`src/rtl/multicycle_ctrl.sv`:
```
// Multi-cycle MIPS-subset sequencer: one state register plus a memory wait
// counter; every datapath select/enable is decoded combinationally from state.
module multicycle_ctrl #(
  parameter int WAIT_LIMIT = 16,
  parameter int CNT_W      = 5
) (
  input  logic       clk,
  input  logic       rst_n,
  input  logic [5:0] opcode,
  input  logic [5:0] funct,
  input  logic       zero,
  input  logic       neg,
  input  logic       mem_ready,
  output logic       pc_write,
  output logic [1:0] pc_src,
  output logic       ir_write,
  output logic       iord,
  output logic       mem_read,
  output logic       mem_write,
  output logic       mem_byte,
  output logic       reg_write,
  output logic [1:0] reg_dst,
  output logic [1:0] mem_to_reg,
  output logic       alu_src_a,
  output logic [1:0] alu_src_b,
  output logic       imm_zext,
  output logic [3:0] alu_op,
  output logic [3:0] state,
  output logic       trap
);

  typedef enum logic [3:0] {
    S_FETCH    = 4'd0,  S_DECODE = 4'd1,  S_MEM_ADDR = 4'd2, S_MEM_RD = 4'd3,
    S_MEM_WB   = 4'd4,  S_MEM_WR = 4'd5,  S_R_EXEC   = 4'd6, S_R_WB   = 4'd7,
    S_BRANCH   = 4'd8,  S_JUMP   = 4'd9,  S_I_EXEC   = 4'd10, S_I_WB  = 4'd11,
    S_TRAP     = 4'd12
  } state_t;

  localparam logic [5:0] OP_RTYPE = 6'b000000, OP_LW   = 6'b100011, OP_SW    = 6'b101011;
  localparam logic [5:0] OP_LB    = 6'b100000, OP_SB   = 6'b101000, OP_BEQ   = 6'b000100;
  localparam logic [5:0] OP_BNE   = 6'b000101, OP_BLEZ = 6'b000110, OP_BGTZ  = 6'b000111;
  localparam logic [5:0] OP_BGEZ  = 6'b000001, OP_J    = 6'b000010, OP_JAL   = 6'b000011;
  localparam logic [5:0] OP_ADDI  = 6'b001000, OP_ADDIU= 6'b001001, OP_ANDI  = 6'b001100;
  localparam logic [5:0] OP_ORI   = 6'b001101, OP_XORI = 6'b001110, OP_SLTI  = 6'b001010;
  localparam logic [5:0] OP_LUI   = 6'b001111, FN_JR   = 6'b001000;

  localparam logic [3:0] ALU_ADD = 4'd0, ALU_SUB = 4'd1, ALU_AND = 4'd2, ALU_OR    = 4'd3;
  localparam logic [3:0] ALU_XOR = 4'd4, ALU_SLT = 4'd5, ALU_LUI = 4'd6, ALU_FUNCT = 4'd7;

  localparam logic [CNT_W-1:0] CNT_LAST = CNT_W'(WAIT_LIMIT - 1);

  state_t           state_q, state_d;
  logic [CNT_W-1:0] cnt_q, cnt_d;

  function automatic state_t decode_next(input logic [5:0] op);
    case (op)
      OP_RTYPE:                                    return S_R_EXEC;
      OP_LW, OP_SW, OP_LB, OP_SB:                  return S_MEM_ADDR;
      OP_BEQ, OP_BNE, OP_BLEZ, OP_BGTZ, OP_BGEZ:   return S_BRANCH;
      OP_J, OP_JAL:                                return S_JUMP;
      OP_ADDI, OP_ADDIU, OP_ANDI, OP_ORI, OP_XORI,
      OP_SLTI, OP_LUI:                             return S_I_EXEC;
      default:                                     return S_TRAP;
    endcase
  endfunction

  function automatic logic [3:0] i_alu_op(input logic [5:0] op);
    case (op)
      OP_ANDI: return ALU_AND;
      OP_ORI:  return ALU_OR;
      OP_XORI: return ALU_XOR;
      OP_SLTI: return ALU_SLT;
      OP_LUI:  return ALU_LUI;
      default: return ALU_ADD;
    endcase
  endfunction

  function automatic logic branch_taken(input logic [5:0] op, input logic z, input logic n);
    case (op)
      OP_BEQ:  return z;
      OP_BNE:  return !z;
      OP_BLEZ: return n | z;
      OP_BGTZ: return !n && !z;
      OP_BGEZ: return !n;
      default: return 1'b0;
    endcase
  endfunction

  // Next state and wait counter; ready is checked before the limit so ready wins.
  always_comb begin
    state_d = state_q;
    cnt_d   = cnt_q;
    case (state_q)
      S_FETCH, S_MEM_RD, S_MEM_WR: begin
        if (mem_ready) begin
          case (state_q)
            S_FETCH:  state_d = S_DECODE;
            S_MEM_RD: state_d = S_MEM_WB;
            default:  state_d = S_FETCH;
          endcase
        end else if (cnt_q == CNT_LAST) begin
          state_d = S_TRAP;
        end else begin
          cnt_d = cnt_q + CNT_W'(1);
        end
      end
      S_DECODE:   state_d = decode_next(opcode);
      S_MEM_ADDR: state_d = (opcode == OP_LW || opcode == OP_LB) ? S_MEM_RD : S_MEM_WR;
      S_R_EXEC:   state_d = (funct == FN_JR) ? S_FETCH : S_R_WB;
      S_I_EXEC:   state_d = S_I_WB;
      S_TRAP:     state_d = S_TRAP;
      S_MEM_WB, S_R_WB, S_BRANCH, S_JUMP, S_I_WB: state_d = S_FETCH;
      default:    state_d = S_TRAP;
    endcase
    if (state_d != state_q) cnt_d = '0;
  end

  always_ff @(posedge clk or negedge rst_n) begin
    if (!rst_n) begin
      state_q <= S_FETCH;
      cnt_q   <= '0;
    end else begin
      state_q <= state_d;
      cnt_q   <= cnt_d;
    end
  end

  // Outputs are forced to zero while rst_n is low so nothing fires during reset.
  always_comb begin
    pc_write   = 1'b0;
    pc_src     = 2'd0;
    ir_write   = 1'b0;
    iord       = 1'b0;
    mem_read   = 1'b0;
    mem_write  = 1'b0;
    mem_byte   = 1'b0;
    reg_write  = 1'b0;
    reg_dst    = 2'd0;
    mem_to_reg = 2'd0;
    alu_src_a  = 1'b0;
    alu_src_b  = 2'd0;
    imm_zext   = 1'b0;
    alu_op     = ALU_ADD;
    trap       = 1'b0;
    if (rst_n) begin
      case (state_q)
        S_FETCH: begin
          mem_read  = 1'b1;
          alu_src_b = 2'd1;
          ir_write  = mem_ready;
          pc_write  = mem_ready;
        end
        S_DECODE:   alu_src_b = 2'd3;
        S_MEM_ADDR: begin
          alu_src_a = 1'b1;
          alu_src_b = 2'd2;
        end
        S_MEM_RD: begin
          mem_read = 1'b1;
          iord     = 1'b1;
          mem_byte = (opcode == OP_LB);
        end
        S_MEM_WR: begin
          mem_write = 1'b1;
          iord      = 1'b1;
          mem_byte  = (opcode == OP_SB);
        end
        S_MEM_WB: begin
          reg_write  = 1'b1;
          mem_to_reg = 2'd1;
        end
        S_R_EXEC: begin
          alu_src_a = 1'b1;
          alu_op    = ALU_FUNCT;
          if (funct == FN_JR) begin
            pc_write = 1'b1;
            pc_src   = 2'd3;
          end
        end
        S_R_WB: begin
          reg_write = 1'b1;
          reg_dst   = 2'd1;
        end
        S_BRANCH: begin
          alu_src_a = 1'b1;
          alu_op    = ALU_SUB;
          pc_src    = 2'd1;
          pc_write  = branch_taken(opcode, zero, neg);
        end
        S_JUMP: begin
          pc_write = 1'b1;
          pc_src   = 2'd2;
          if (opcode == OP_JAL) begin
            reg_write  = 1'b1;
            reg_dst    = 2'd2;
            mem_to_reg = 2'd2;
          end
        end
        S_I_EXEC: begin
          alu_src_a = 1'b1;
          alu_src_b = 2'd2;
          alu_op    = i_alu_op(opcode);
          imm_zext  = (opcode == OP_ANDI || opcode == OP_ORI || opcode == OP_XORI);
        end
        S_I_WB: begin
          reg_write = 1'b1;
          alu_op    = i_alu_op(opcode);
          imm_zext  = (opcode == OP_ANDI || opcode == OP_ORI || opcode == OP_XORI);
        end
        S_TRAP:  trap = 1'b1;
        default: trap = 1'b1;
      endcase
    end
  end

  assign state = state_q;

endmodule

```
`config.mk`:
```
export PLATFORM = sky130hd
export DESIGN_NAME = multicycle_ctrl
export DESIGN_NICKNAME = d
export VERILOG_FILES = /design/src/rtl/multicycle_ctrl.sv
export SDC_FILE = /design/constraint.sdc
export NUM_CORES = 1
export LEC_CHECK = 0
export CELL_PAD_IN_SITES_DETAIL_PLACEMENT = 1
export CELL_PAD_IN_SITES_GLOBAL_PLACEMENT = 1
export CORE_MARGIN = 5
export CORE_UTILIZATION = 25
export DETAILED_ROUTE_END_ITERATION = 8
export HOLD_SLACK_MARGIN = 0.15
export PLACE_DENSITY_LB_ADDON = 0.1
export SYNTH_ARGS = -nofsm -noshare
export SYNTH_HDL_FRONTEND = slang
export SYNTH_SLANG_ARGS = --single-unit
```
`constraint.sdc`:
```
create_clock -name clk -period 3.87 [get_ports clk]
set_input_delay 1.161 -clock clk [delete_from_list [all_inputs] [get_ports clk]]
set_output_delay 1.161 -clock clk [all_outputs]
set_load 0.03 [all_outputs]
```
==> flow_summary.html <==
<table>
<tr><th>Metric</th><th>Value</th></tr>
<tr><th colspan="2">Run status</th></tr>
<tr><td>Run status</td><td>completed</td></tr>
<tr><th colspan="2">Logic synthesis</th></tr>
<tr><td>Number of synthesized register bits</td><td>9</td></tr>
<tr><td>Sequential element share of the synthesized area</td><td>16.0%</td></tr>
<tr><td>Number of standard cells after synthesis</td><td>193</td></tr>
<tr><td>Synthesized net count</td><td>217</td></tr>
<tr><td>Share of flip-flops with an asynchronous set or reset after synthesis</td><td>100%</td></tr>
<tr><td>Number of synthesized flops with an enable pin</td><td>0</td></tr>
<tr><td>Yosys cell types</td><td>58</td></tr>
<tr><td>Mean area per synthesized cell</td><td>7.28 um^2</td></tr>
<tr><td>Number of warnings issued by yosys</td><td>0</td></tr>
<tr><td>Most instantiated flip-flop cell in the synthesis netlist</td><td>dfrtp_1</td></tr>
<tr><td>Synthesized cell area</td><td>between 1000 and 1500 um^2</td></tr>
<tr><th colspan="2">Final layout</th></tr>
<tr><td>Fraction of layout cells with a size suffix above 1</td><td>31.1%</td></tr>
<tr><td>Total Nets Final</td><td>between 200 and 300</td></tr>
<tr><td>Area delta synth-&gt;final</td><td>49.2%</td></tr>
<tr><td>Highest-count cells in the layout ignoring fill and taps</td><td>buf_4, nor2_1, nor3_1</td></tr>
<tr><td>Most common cell after layout, fill and taps aside</td><td>buf_4</td></tr>
<tr><td>Antenna fix cells</td><td>0</td></tr>
<tr><td>Utilization after layout</td><td>38.3%</td></tr>
<tr><th colspan="2">Setup path</th></tr>
<tr><td>Worst Path Class, Setup</td><td>primary input to primary output</td></tr>
<tr><td>Arrival time at the worst endpoint</td><td>2.61 ns</td></tr>
<tr><td>Flop2flop setup slack</td><td>approximately 1.4 ns</td></tr>
<tr><td>Maximum fanout along the worst path</td><td>2</td></tr>
<tr><td>CP startpoint kind</td><td>primary input</td></tr>
<tr><td>Data required, critical path</td><td>around 2.7 ns</td></tr>
<tr><td>Element type at the critical path end</td><td>primary output</td></tr>
<tr><th colspan="2">Drt</th></tr>
<tr><td>Detailed-routing iteration count for the pre-antenna-repair pass</td><td>4</td></tr>
<tr><td>Post-detailed-route via-to-cell ratio</td><td>5.29</td></tr>
<tr><td>DR WL/cell</td><td>16.8 um</td></tr>
<tr><td>Starting DRC count in detailed routing</td><td>77</td></tr>
<tr><td>Post-detailed-route DRC marker count</td><td>0</td></tr>
<tr><td>Vias</td><td>~1700</td></tr>
<tr><td>Number of nets with antenna violations after routing</td><td>0</td></tr>
<tr><td>Sum of routed wire length over all layers</td><td>5440 um</td></tr>
<tr><th colspan="2">Clocking</th></tr>
<tr><td>TritonCTS clock tree</td><td>built</td></tr>
<tr><td>Buffer type at the clock tree root</td><td>clkbuf_8</td></tr>
<tr><td>H-tree levels</td><td>1</td></tr>
<tr><td>Buffers from clock root to sink, at most</td><td>2</td></tr>
<tr><td>Clock latency at the later pin of the worst-skew pair</td><td>0.23 ns</td></tr>
<tr><td>Clock input transition at the sequential cells of the worst setup and hold paths</td><td>0.04 ns</td></tr>
<tr><td>Number of sinks driven by the clock tree</td><td>9</td></tr>
<tr><td>CTS buffer count</td><td>3</td></tr>
<tr><th colspan="2">Floorplan</th></tr>
<tr><td>Number of cell rows</td><td>27</td></tr>
<tr><td>Area enclosed by the die boundary</td><td>7220 um^2</td></tr>
<tr><td>Core ar.</td><td>5470 um^2</td></tr>
<tr><td>Initial cell density of the core</td><td>around a quarter</td></tr>
<tr><td>Chip Width</td><td>85.0 um</td></tr>
<tr><td>Chip height</td><td>85.0 um</td></tr>
<tr><td>Count of pins on the block boundary</td><td>43</td></tr>
<tr><th colspan="2">Timing</th></tr>
<tr><td>Top achievable clock speed</td><td>approximately 270 MHz</td></tr>
<tr><td>Final setup margin</td><td>0.100 ns</td></tr>
<tr><td>Final critical path time including I/O delays and setup</td><td>3.77 ns</td></tr>
<tr><td>Final-layout worst hold slack</td><td>0.609 ns</td></tr>
<tr><td>Final count of negative-setup-slack endpoints</td><td>0</td></tr>
<tr><td>Clock skew</td><td>0.00296 ns</td></tr>
<tr><td>Worst max-slew margin expressed relative to the limit</td><td>a little under half</td></tr>
<tr><td>Unrepaired setup endpoints after global routing</td><td>false</td></tr>
<tr><td>Actual slew at the worst max-slew pin</td><td>0.811 ns</td></tr>
<tr><td>Period utilization</td><td>97.4%</td></tr>
<tr><td>Number of hold violations in the final report</td><td>0</td></tr>
<tr><td>Slew Limit Fails</td><td>0</td></tr>
<tr><th colspan="2">Pwr</th></tr>
<tr><td>Power, Total</td><td>about 280 uW</td></tr>
<tr><td>Power per standard cell area</td><td>134 nW/um^2</td></tr>
<tr><td>Leakage power of the design</td><td>slightly above 0.0009 uW</td></tr>
<tr><td>Largest voltage drop on the vdd net</td><td>60.5 uV</td></tr>
<tr><th colspan="2">Global routing</th></tr>
<tr><td>Sum of overflow across all layers after global routing</td><td>0</td></tr>
<tr><td>Largest net degree at the start of global routing</td><td>24</td></tr>
<tr><td>All-Layer GR Usage</td><td>between 10% and 20%</td></tr>
<tr><td>Initial antenna violation count</td><td>0</td></tr>
<tr><td>Number of global-route vias before repair</td><td>approximately 1900</td></tr>
<tr><td>First-pass GRT wire length</td><td>a little over 9000 um</td></tr>
<tr><th colspan="2">Placement</th></tr>
<tr><td>Global placer's final weighted congestion</td><td>about 0.80</td></tr>
<tr><td>Post-place setup slack</td><td>-0.358 ns</td></tr>
<tr><td>Sum of net half-perimeters after detailed placement</td><td>4530 um</td></tr>
<tr><td>Number of buffer cells added on primary ports</td><td>between 40 and 50</td></tr>
<tr><th colspan="2">Job</th></tr>
<tr><td>Number of max-capacitance violations reported</td><td>0</td></tr>
<tr><th colspan="2">Worst hold path</th></tr>
<tr><td>Worst hold-check path type</td><td>flop to flop</td></tr>
</table>
path summary, 6_finish.rpt:
kind | startpoint | endpoint | cells past startpoint
max in group asynchronous | rst_n | cnt_q[4]$_DFFE_PN0P_ | 3
setup / recovery | funct[2] | pc_src[0] | 8
hold reg to reg | cnt_q[1]$_DFFE_PN0P_ | cnt_q[1]$_DFFE_PN0P_ | 2
hold / removal | cnt_q[1]$_DFFE_PN0P_ | cnt_q[1]$_DFFE_PN0P_ | 2
setup reg to reg | cnt_q[0]$_DFFE_PN0P_ | cnt_q[0]$_DFFE_PN0P_ | 8
min in group asynchronous | rst_n | state[1]$_DFF_PN0_ | 3
synth_stat cells, drive strengths merged, types with 4 or more instances:
master,n,area share (%)
clkbuf,4,1.1
inv,7,1.9
dfrtp,9,16
mux2i,4,3.1
o21ai,7,2.5
buf,11,4.8
nor4b,4,3.6
xor2,4,2.5
a21oi,10,3.6
nor2,25,6.7
nor3,18,6.4
nand2,13,3.5
ha,7,6.2
nor3b,5,2.7
o211ai,4,2.1
nand3,12,4.3
per-stage QoR:
| step | setup TNS, ns | cells | cell area (um^2) |
|---|---|---|---|
| final | 0 | 323 | 2100 |
| after global routing | 0 | 323 | 2100 |
| after CTS | 0 | 323 | 2080 |
| after detailed placement | -0.847 | 317 | 1970 |
| after global placement | -0.640 | 317 | 1970 |
| after floorplan | 0 | 193 | 1410 |
what timing repair did:
action / 4_1_cts / 5_1_grt
pin swaps: 10 / 4
hold buffers: 0 / 0
buffers inserted: 2 / 0
resized for setup: 24 / 11
setup endpoints to repair: 10 / 6
layer usage:
layer,global-route usage (%),part of all wire [%],vias up
met2,26.9,50,40
met4,3.31,1.1,0
li1,-,-,821
met5,0,0,-
met3,2.33,3.7,8
met1,19.5,45,839
sequential cells by signal (all words and copies together) (netlist names):
signal / cells
state: 4
cnt_q: 5
layout make-up:
class	instances	area, um^2
Clock buffer	4	45.0
Fill cell	687	3380
Inverter	8	32.5
Multi-Input combinational cell	161	1140
Sequential cell	9	225
Tap cell	72	90.1
Timing Repair Buffer	69	564
critical path: stages:
cell and delay, ns:
clkdlybuf4s15_1 0.16, or4b_4 0.55, buf_4 0.15, buf_6 0.11
nor3_2 0.09, a22oi_1 0.11, nor2_1 0.11, buf_4 0.17
where the power goes:
| part | internal [uW] | leakage (uW) | switching, uW | total, uW |
|---|---|---|---|---|
| combinational | 39.0 | 0.000780 | 40.8 | 79.7 |
| sequential | 95.0 | 0.000114 | 0.130 | 95.2 |
| clock | 71.6 | 0.0000228 | 34.6 | 106 |
cells by family after synthesis:
kind of cell	Yosys count	synth area share (%)
fa+ha+maj	7	6.23
buf+inv	23	8.01
simple gates	103	41.7
mux	5	3.92
other cells	1	0.267
flops	9	16.0
xor+xnor	5	3.12
compound gates	40	20.7
No activity file was read; power rests on OpenSTA's default activity.
